[src/rtl/prio_arb_enc_if.sv]
// Request/grant bundle for prio_arb_enc.
// Output handshake: out_valid/out_idx/out_oh are driven by the arbiter and
// stay stable until the consumer takes the slot. A transfer happens on a
// rising clk edge where out_valid & out_ready are both 1. out_ready may be
// asserted at any time and does not need to wait for out_valid.
interface prio_arb_enc_if #(
  parameter int N = 8
);
  localparam int W = $clog2(N);

  logic         en;
  logic         flush;
  logic [N-1:0] req;
  logic         out_valid;
  logic         out_ready;
  logic [W-1:0] out_idx;
  logic [N-1:0] out_oh;
  logic         pend_any;

  modport master (
    output en, flush, req, out_ready,
    input  out_valid, out_idx, out_oh, pend_any
  );

  modport slave (
    input  en, flush, req, out_ready,
    output out_valid, out_idx, out_oh, pend_any
  );
endinterface

[src/rtl/prio_arb_enc.sv]
// Registered priority arbiter/encoder. Requests are captured sticky into a
// pending set; one winner per free output slot is chosen by a fixed
// highest-first, fixed lowest-first or round-robin policy and presented as
// index + one-hot on a valid/ready output.
module prio_arb_enc #(
  parameter int N    = 8,
  parameter int MODE = 0
) (
  input  logic           clk,
  input  logic           rst_n,
  prio_arb_enc_if.slave  bus
);
  localparam int W = $clog2(N);

  logic [N-1:0] pend;
  logic         out_valid_q;
  logic [W-1:0] out_idx_q;
  logic [N-1:0] out_oh_q;
  logic [W-1:0] rr_ptr;

  logic [N-1:0] cand;
  logic         free;
  logic         load;
  logic [W-1:0] win;
  logic [N-1:0] win_oh;
  logic [W:0]   scan;

  // Candidate set and load decision: a request already pending merges by OR.
  always_comb begin
    cand = pend | (bus.req & {N{bus.en}});
    free = !out_valid_q | bus.out_ready;
    load = bus.en & free & (|cand);
  end

  // Winner selection; later loop hits override earlier ones, so loop order
  // encodes the priority direction.
  always_comb begin
    win  = '0;
    scan = '0;
    if (MODE == 0) begin
      for (int i = 0; i < N; i++)
        if (cand[i]) win = W'(i);
    end else if (MODE == 1) begin
      for (int i = N - 1; i >= 0; i--)
        if (cand[i]) win = W'(i);
    end else begin
      // Scan offsets from far to near so the bit closest to rr_ptr wins.
      for (int k = N - 1; k >= 0; k--) begin
        scan = {1'b0, rr_ptr} + (W+1)'(k);
        if (scan >= (W+1)'(N)) scan = scan - (W+1)'(N);
        if (cand[scan[W-1:0]]) win = scan[W-1:0];
      end
    end
    win_oh = N'(1) << win;
  end

  // Pending set, output slot and round-robin pointer; flush overrides all.
  always_ff @(posedge clk or negedge rst_n) begin
    if (!rst_n) begin
      pend        <= '0;
      out_valid_q <= 1'b0;
      out_idx_q   <= '0;
      out_oh_q    <= '0;
      rr_ptr      <= '0;
    end else if (bus.flush) begin
      pend        <= '0;
      out_valid_q <= 1'b0;
      out_oh_q    <= '0;
    end else if (load) begin
      pend        <= cand & ~win_oh;
      out_valid_q <= 1'b1;
      out_idx_q   <= win;
      out_oh_q    <= win_oh;
      rr_ptr      <= (win == W'(N - 1)) ? '0 : win + W'(1);
    end else begin
      pend <= cand;
      if (out_valid_q && bus.out_ready) begin
        out_valid_q <= 1'b0;
        out_oh_q    <= '0;
      end
    end
  end

  assign bus.out_valid = out_valid_q;
  assign bus.out_idx   = out_idx_q;
  assign bus.out_oh    = out_oh_q;
  assign bus.pend_any  = |pend;
endmodule

[src/flat_wrapper.sv]
// flat-port wrapper written by rule: the top's interface ports become plain ports
module prio_arb_enc_flat 
#(
  parameter int N    = 8,
  parameter int MODE = 0
)
  (clk, rst_n, bus_en, bus_flush, bus_req, bus_out_ready, bus_out_valid, bus_out_idx, bus_out_oh, bus_pend_any);
  prio_arb_enc_if #(.N(N)) bus_i ();
  input  logic clk;
  input  logic rst_n;
  input wire logic [$bits(bus_i.en)-1:0] bus_en;
  input wire logic [$bits(bus_i.flush)-1:0] bus_flush;
  input wire logic [$bits(bus_i.req)-1:0] bus_req;
  input wire logic [$bits(bus_i.out_ready)-1:0] bus_out_ready;
  output wire logic [$bits(bus_i.out_valid)-1:0] bus_out_valid;
  output wire logic [$bits(bus_i.out_idx)-1:0] bus_out_idx;
  output wire logic [$bits(bus_i.out_oh)-1:0] bus_out_oh;
  output wire logic [$bits(bus_i.pend_any)-1:0] bus_pend_any;
  assign bus_i.en = bus_en;
  assign bus_i.flush = bus_flush;
  assign bus_i.req = bus_req;
  assign bus_i.out_ready = bus_out_ready;
  assign bus_out_valid = bus_i.out_valid;
  assign bus_out_idx = bus_i.out_idx;
  assign bus_out_oh = bus_i.out_oh;
  assign bus_pend_any = bus_i.pend_any;
  prio_arb_enc #(.N(N), .MODE(MODE)) u_core (.clk(clk), .rst_n(rst_n), .bus(bus_i));
endmodule
[config.mk]
export PLATFORM = sky130hd
export DESIGN_NAME = prio_arb_enc_flat
export DESIGN_NICKNAME = d
export VERILOG_FILES = /design/src/rtl/prio_arb_enc_if.sv /design/src/rtl/prio_arb_enc.sv /design/src/flat_wrapper.sv
export SDC_FILE = /design/constraint.sdc
export NUM_CORES = 1
export LEC_CHECK = 0
export CAP_MARGIN = 20
export CORE_UTILIZATION = 45
export DETAILED_ROUTE_END_ITERATION = 10
export DONT_BUFFER_PORTS = 1
export PLACE_DENSITY = 0.61
export SKIP_CTS_REPAIR_TIMING = 1
export SYNTH_ARGS = -nofsm -noshare
export SYNTH_HDL_FRONTEND = slang
export SYNTH_SLANG_ARGS = --single-unit
[constraint.sdc]
create_clock -name clk -period 2.2 [get_ports clk]
set_input_delay 0.44 -clock clk [delete_from_list [all_inputs] [get_ports clk]]
set_output_delay 0.44 -clock clk [all_outputs]
set_load 0.005 [all_outputs]
==> impl_metrics.json <==
{
  "outcome": "complete, no violations",
  "cts-buffers-inserted": 3,
  "cts_max_level": 1,
  "clockRootBuffer": "clkbuf_4",
  "vdd_drop_max_v": 0.0003496,
  "p_leak_nw": 0.4288,
  "rsz0062_at_grt": "false",
  "wl_met2_mm": 1.061,
  "routed_wl_mm": 2.198,
  "grt_max_degree": 21,
  "syn-instance-count": 95,
  "grt_pass1_wl_mm": 3.719,
  "finalHoldViolations": 0,
  "synth.area.top_cells": "dfrtp_1 52%, a21oi_1 5.2%, a211oi_1 3.9%",
  "grt_usage_pct": 21.16,
  "seq_power_share_pct": 57.5,
  "placedCellCount": 120,
  "ys_seq_area_share_pct": 51.81,
  "setup_tns_ns": 0,
  "fin_cells": 124,
  "finClkSkew_ns": 0.004660,
  "yosysTopAreaCell": "dfrtp_1",
  "fin_crit_sh_pct": 82.61,
  "port-buffer-count": 0,
  "routabilityCongestion": 0.7952,
  "fp.dieArea_sq_um": 2336,
  "avgSynthCellArea_sq_um": 10.17,
  "clkPwrFrac_pct": 24.4,
  "hp-start": "bus_flush",
  "fin_area_sq_um": 1027,
  "drt_iter0_drc": 7,
  "min_to": "u_core.bus.out_valid",
  "hold_path_class": "input pin to register",
  "yosysWarnings": 0,
  "rows": 16,
  "setup_viol": 0,
  "synthDominantCellAreaShare_pct": 51.81,
  "slew_headroom_pct": 39.12,
  "route.vias.total": 756,
  "r2r_setup_slack_ns": 0.38,
  "antenna_found_initial": 0,
  "netlist_area_sq_um": 965.9,
  "rr_worst_depth": 6,
  "clkLatencyLatePin_ns": 0.31,
  "netSwitchingPower_mw": 0.2186,
  "clock_path_buffers": 2,
  "drtPass1Iterations": 4,
  "ant_nets": 0,
  "p_comb_share_pct": 18.0,
  "initial_core_util_pct": 48.74,
  "cp.required_ns": 2.46,
  "whs_path_depth": 1,
  "fillCellCount": 181,
  "dpl_cell_area_sq_um": 994.7,
  "highest_layer": "met4",
  "cp-end-kind": "register",
  "utilization_pct": 51.83,
  "drive_above_1_share_pct": 12.37,
  "diodes": 0,
  "p_int_mw": 0.5080,
  "tightest_slew_ns": 0.9102,
  "power_density_nw_per_um2": 707.3,
  "wl_per_cell_microns": 17.73,
  "crit_arrival_ns": 2.08,
  "wl_met3_microns": 101,
  "worstSetupPathType": "register to register",
  "r2r-start": "u_core.pend[4]",
  "totalPowerFinal_mw": 0.7266,
  "min_period_ns": 1.817,
  "p_sw_share_pct": 30.09,
  "cts_tree": "yes",
  "synthesis.nets": 108,
  "area_growth_syn_to_layout_pct": 6.348,
  "fmax_mhz": 550.2,
  "rr_endpoint": "u_core.bus.out_oh[4]",
  "grt_pass1_vias": 799,
  "remaining_drc_errors": 0,
  "path_max_fanout": 10,
  "via_per_inst": 6.097,
  "io_pins": 26,
  "core-area_sq_um": 1982,
  "wl_met1_microns": 993,
  "ys_types": 31,
  "synth_seq_cells": 20,
  "critPathLaunchType": "register",
  "grt_overflow": 0,
  "clock_sinks": 20,
  "num-nets-final": 112,
  "die_h_microns": 48.33,
  "clkTransAtPathRegs_ns": 0.11,
  "slew_viol_final": 0,
  "dieWidth_microns": 48.33,
  "cap_violations": 0,
  "dp_hpwl_mm": 1.578
}
==> worst max path at each step <==
stage                               from                     to  cells past startpoint
after global routing      u_core.pend[4]   u_core.bus.out_oh[4]                      6
after detailed placement      bus_req[4]   u_core.bus.out_oh[4]                      6
after floorplan               bus_req[4]  u_core.bus.out_idx[2]                      5
after global placement        bus_req[4]   u_core.bus.out_oh[6]                      6
final                     u_core.pend[4]   u_core.bus.out_oh[4]                      6
after CTS                 u_core.pend[4]   u_core.bus.out_oh[4]                      6
==> worst max-delay path, cell delays in order (launching register included) <==
cell	delay (ns)
dfrtp_1	0.40
nor2_1	0.25
nand4_2	0.20
o31ai_4	0.42
buf_4	0.24
and3_1	0.16
a31o_2	0.09
==> cells in the final DEF (no fill, tap or decap), types with 2 or more instances in the layout <==
master	n
dfrtp_1	20
a21oi_1	10
nor2_1	8
nand2_1	5
o21ai_0	5
a211oi_1	5
nand3_1	5
o21ai_1	4
o41ai_1	3
clkbuf_4	3
and2_1	2
a311oi_1	2
nor2_2	2
and3_1	2
a31o_2	2
mux2_1	2
o31ai_1	2
buf_4	2
==> power by group through the flow <==
stage | clock network, mW | registers [mW] | logic (mW)
after detailed placement | 0 | 0.426 | 0.122
after floorplan | 0 | 0.420 | 0.103
after global routing | 0.197 | 0.422 | 0.146
after CTS | 0.176 | 0.419 | 0.124
after global placement | 0 | 0.426 | 0.122
final | 0.177 | 0.418 | 0.131
==> synth_stat cells, drive strengths merged <==
library cell	n
dfrtp	20
a21oi	10
nor2	10
o21ai	9
a211oi	5
nand2	5
nand3	5
o31ai	3
o41ai	3
a311oi	2
a31o	2
and2	2
and3	2
buf	2
clkbuf	2
mux2	2
nand4	2
a21o	1
a31oi	1
a32o	1
inv	1
nand2b	1
nor3	1
nor3b	1
o311a	1
or2	1
==> metal layers <==
| metal | up-vias | GRT usage (%) |
|---|---|---|
| met4 | 0 | 10.78 |
| met1 | 364 | 25.36 |
| met5 | - | 0 |
| li1 | 371 | - |
| met2 | 17 | 34.98 |
| met3 | 4 | 5.660 |
==> sequential cells by signal, indices dropped and copies added, names as in the netlist <==
name	flops
u_core.pend	8
u_core.bus.out_oh	8
u_core.bus.out_idx	3
u_core.bus.out_valid	1
==> logic make-up after synthesis <==
family	count (synthesis)	synth area share [%]
AOI/OAI and AO/OA	38	27.33
buffers and inverters	5	2.461
DFF	20	51.81
muxes	2	2.331
and+or+nand+nor	30	16.06
==> through the flow <==
step	hold slack (ns)	worst slack, ns
2_1_floorplan	0.1444	0.5269
3_3_place_gp	0.1449	0.3670
3_5_place_dp	0.1449	0.3546
4_1_cts	-0.1879	0.3778
5_1_grt	0.1637	0.2045
6_report	0.1736	0.3825
==> cell type report <==
class	count	area, sq um	share of cell area [%]
Clock buffer	3	22.52	2.192
Inverter	1	3.754	0.3654
Multi-Input combinational cell	70	441.7	43.00
Sequential cell	20	500.5	48.72
Tap cell	27	33.78	3.289
Timing Repair Buffer	3	25.02	2.436
Note: power is estimated with default switching activity, not from simulation.
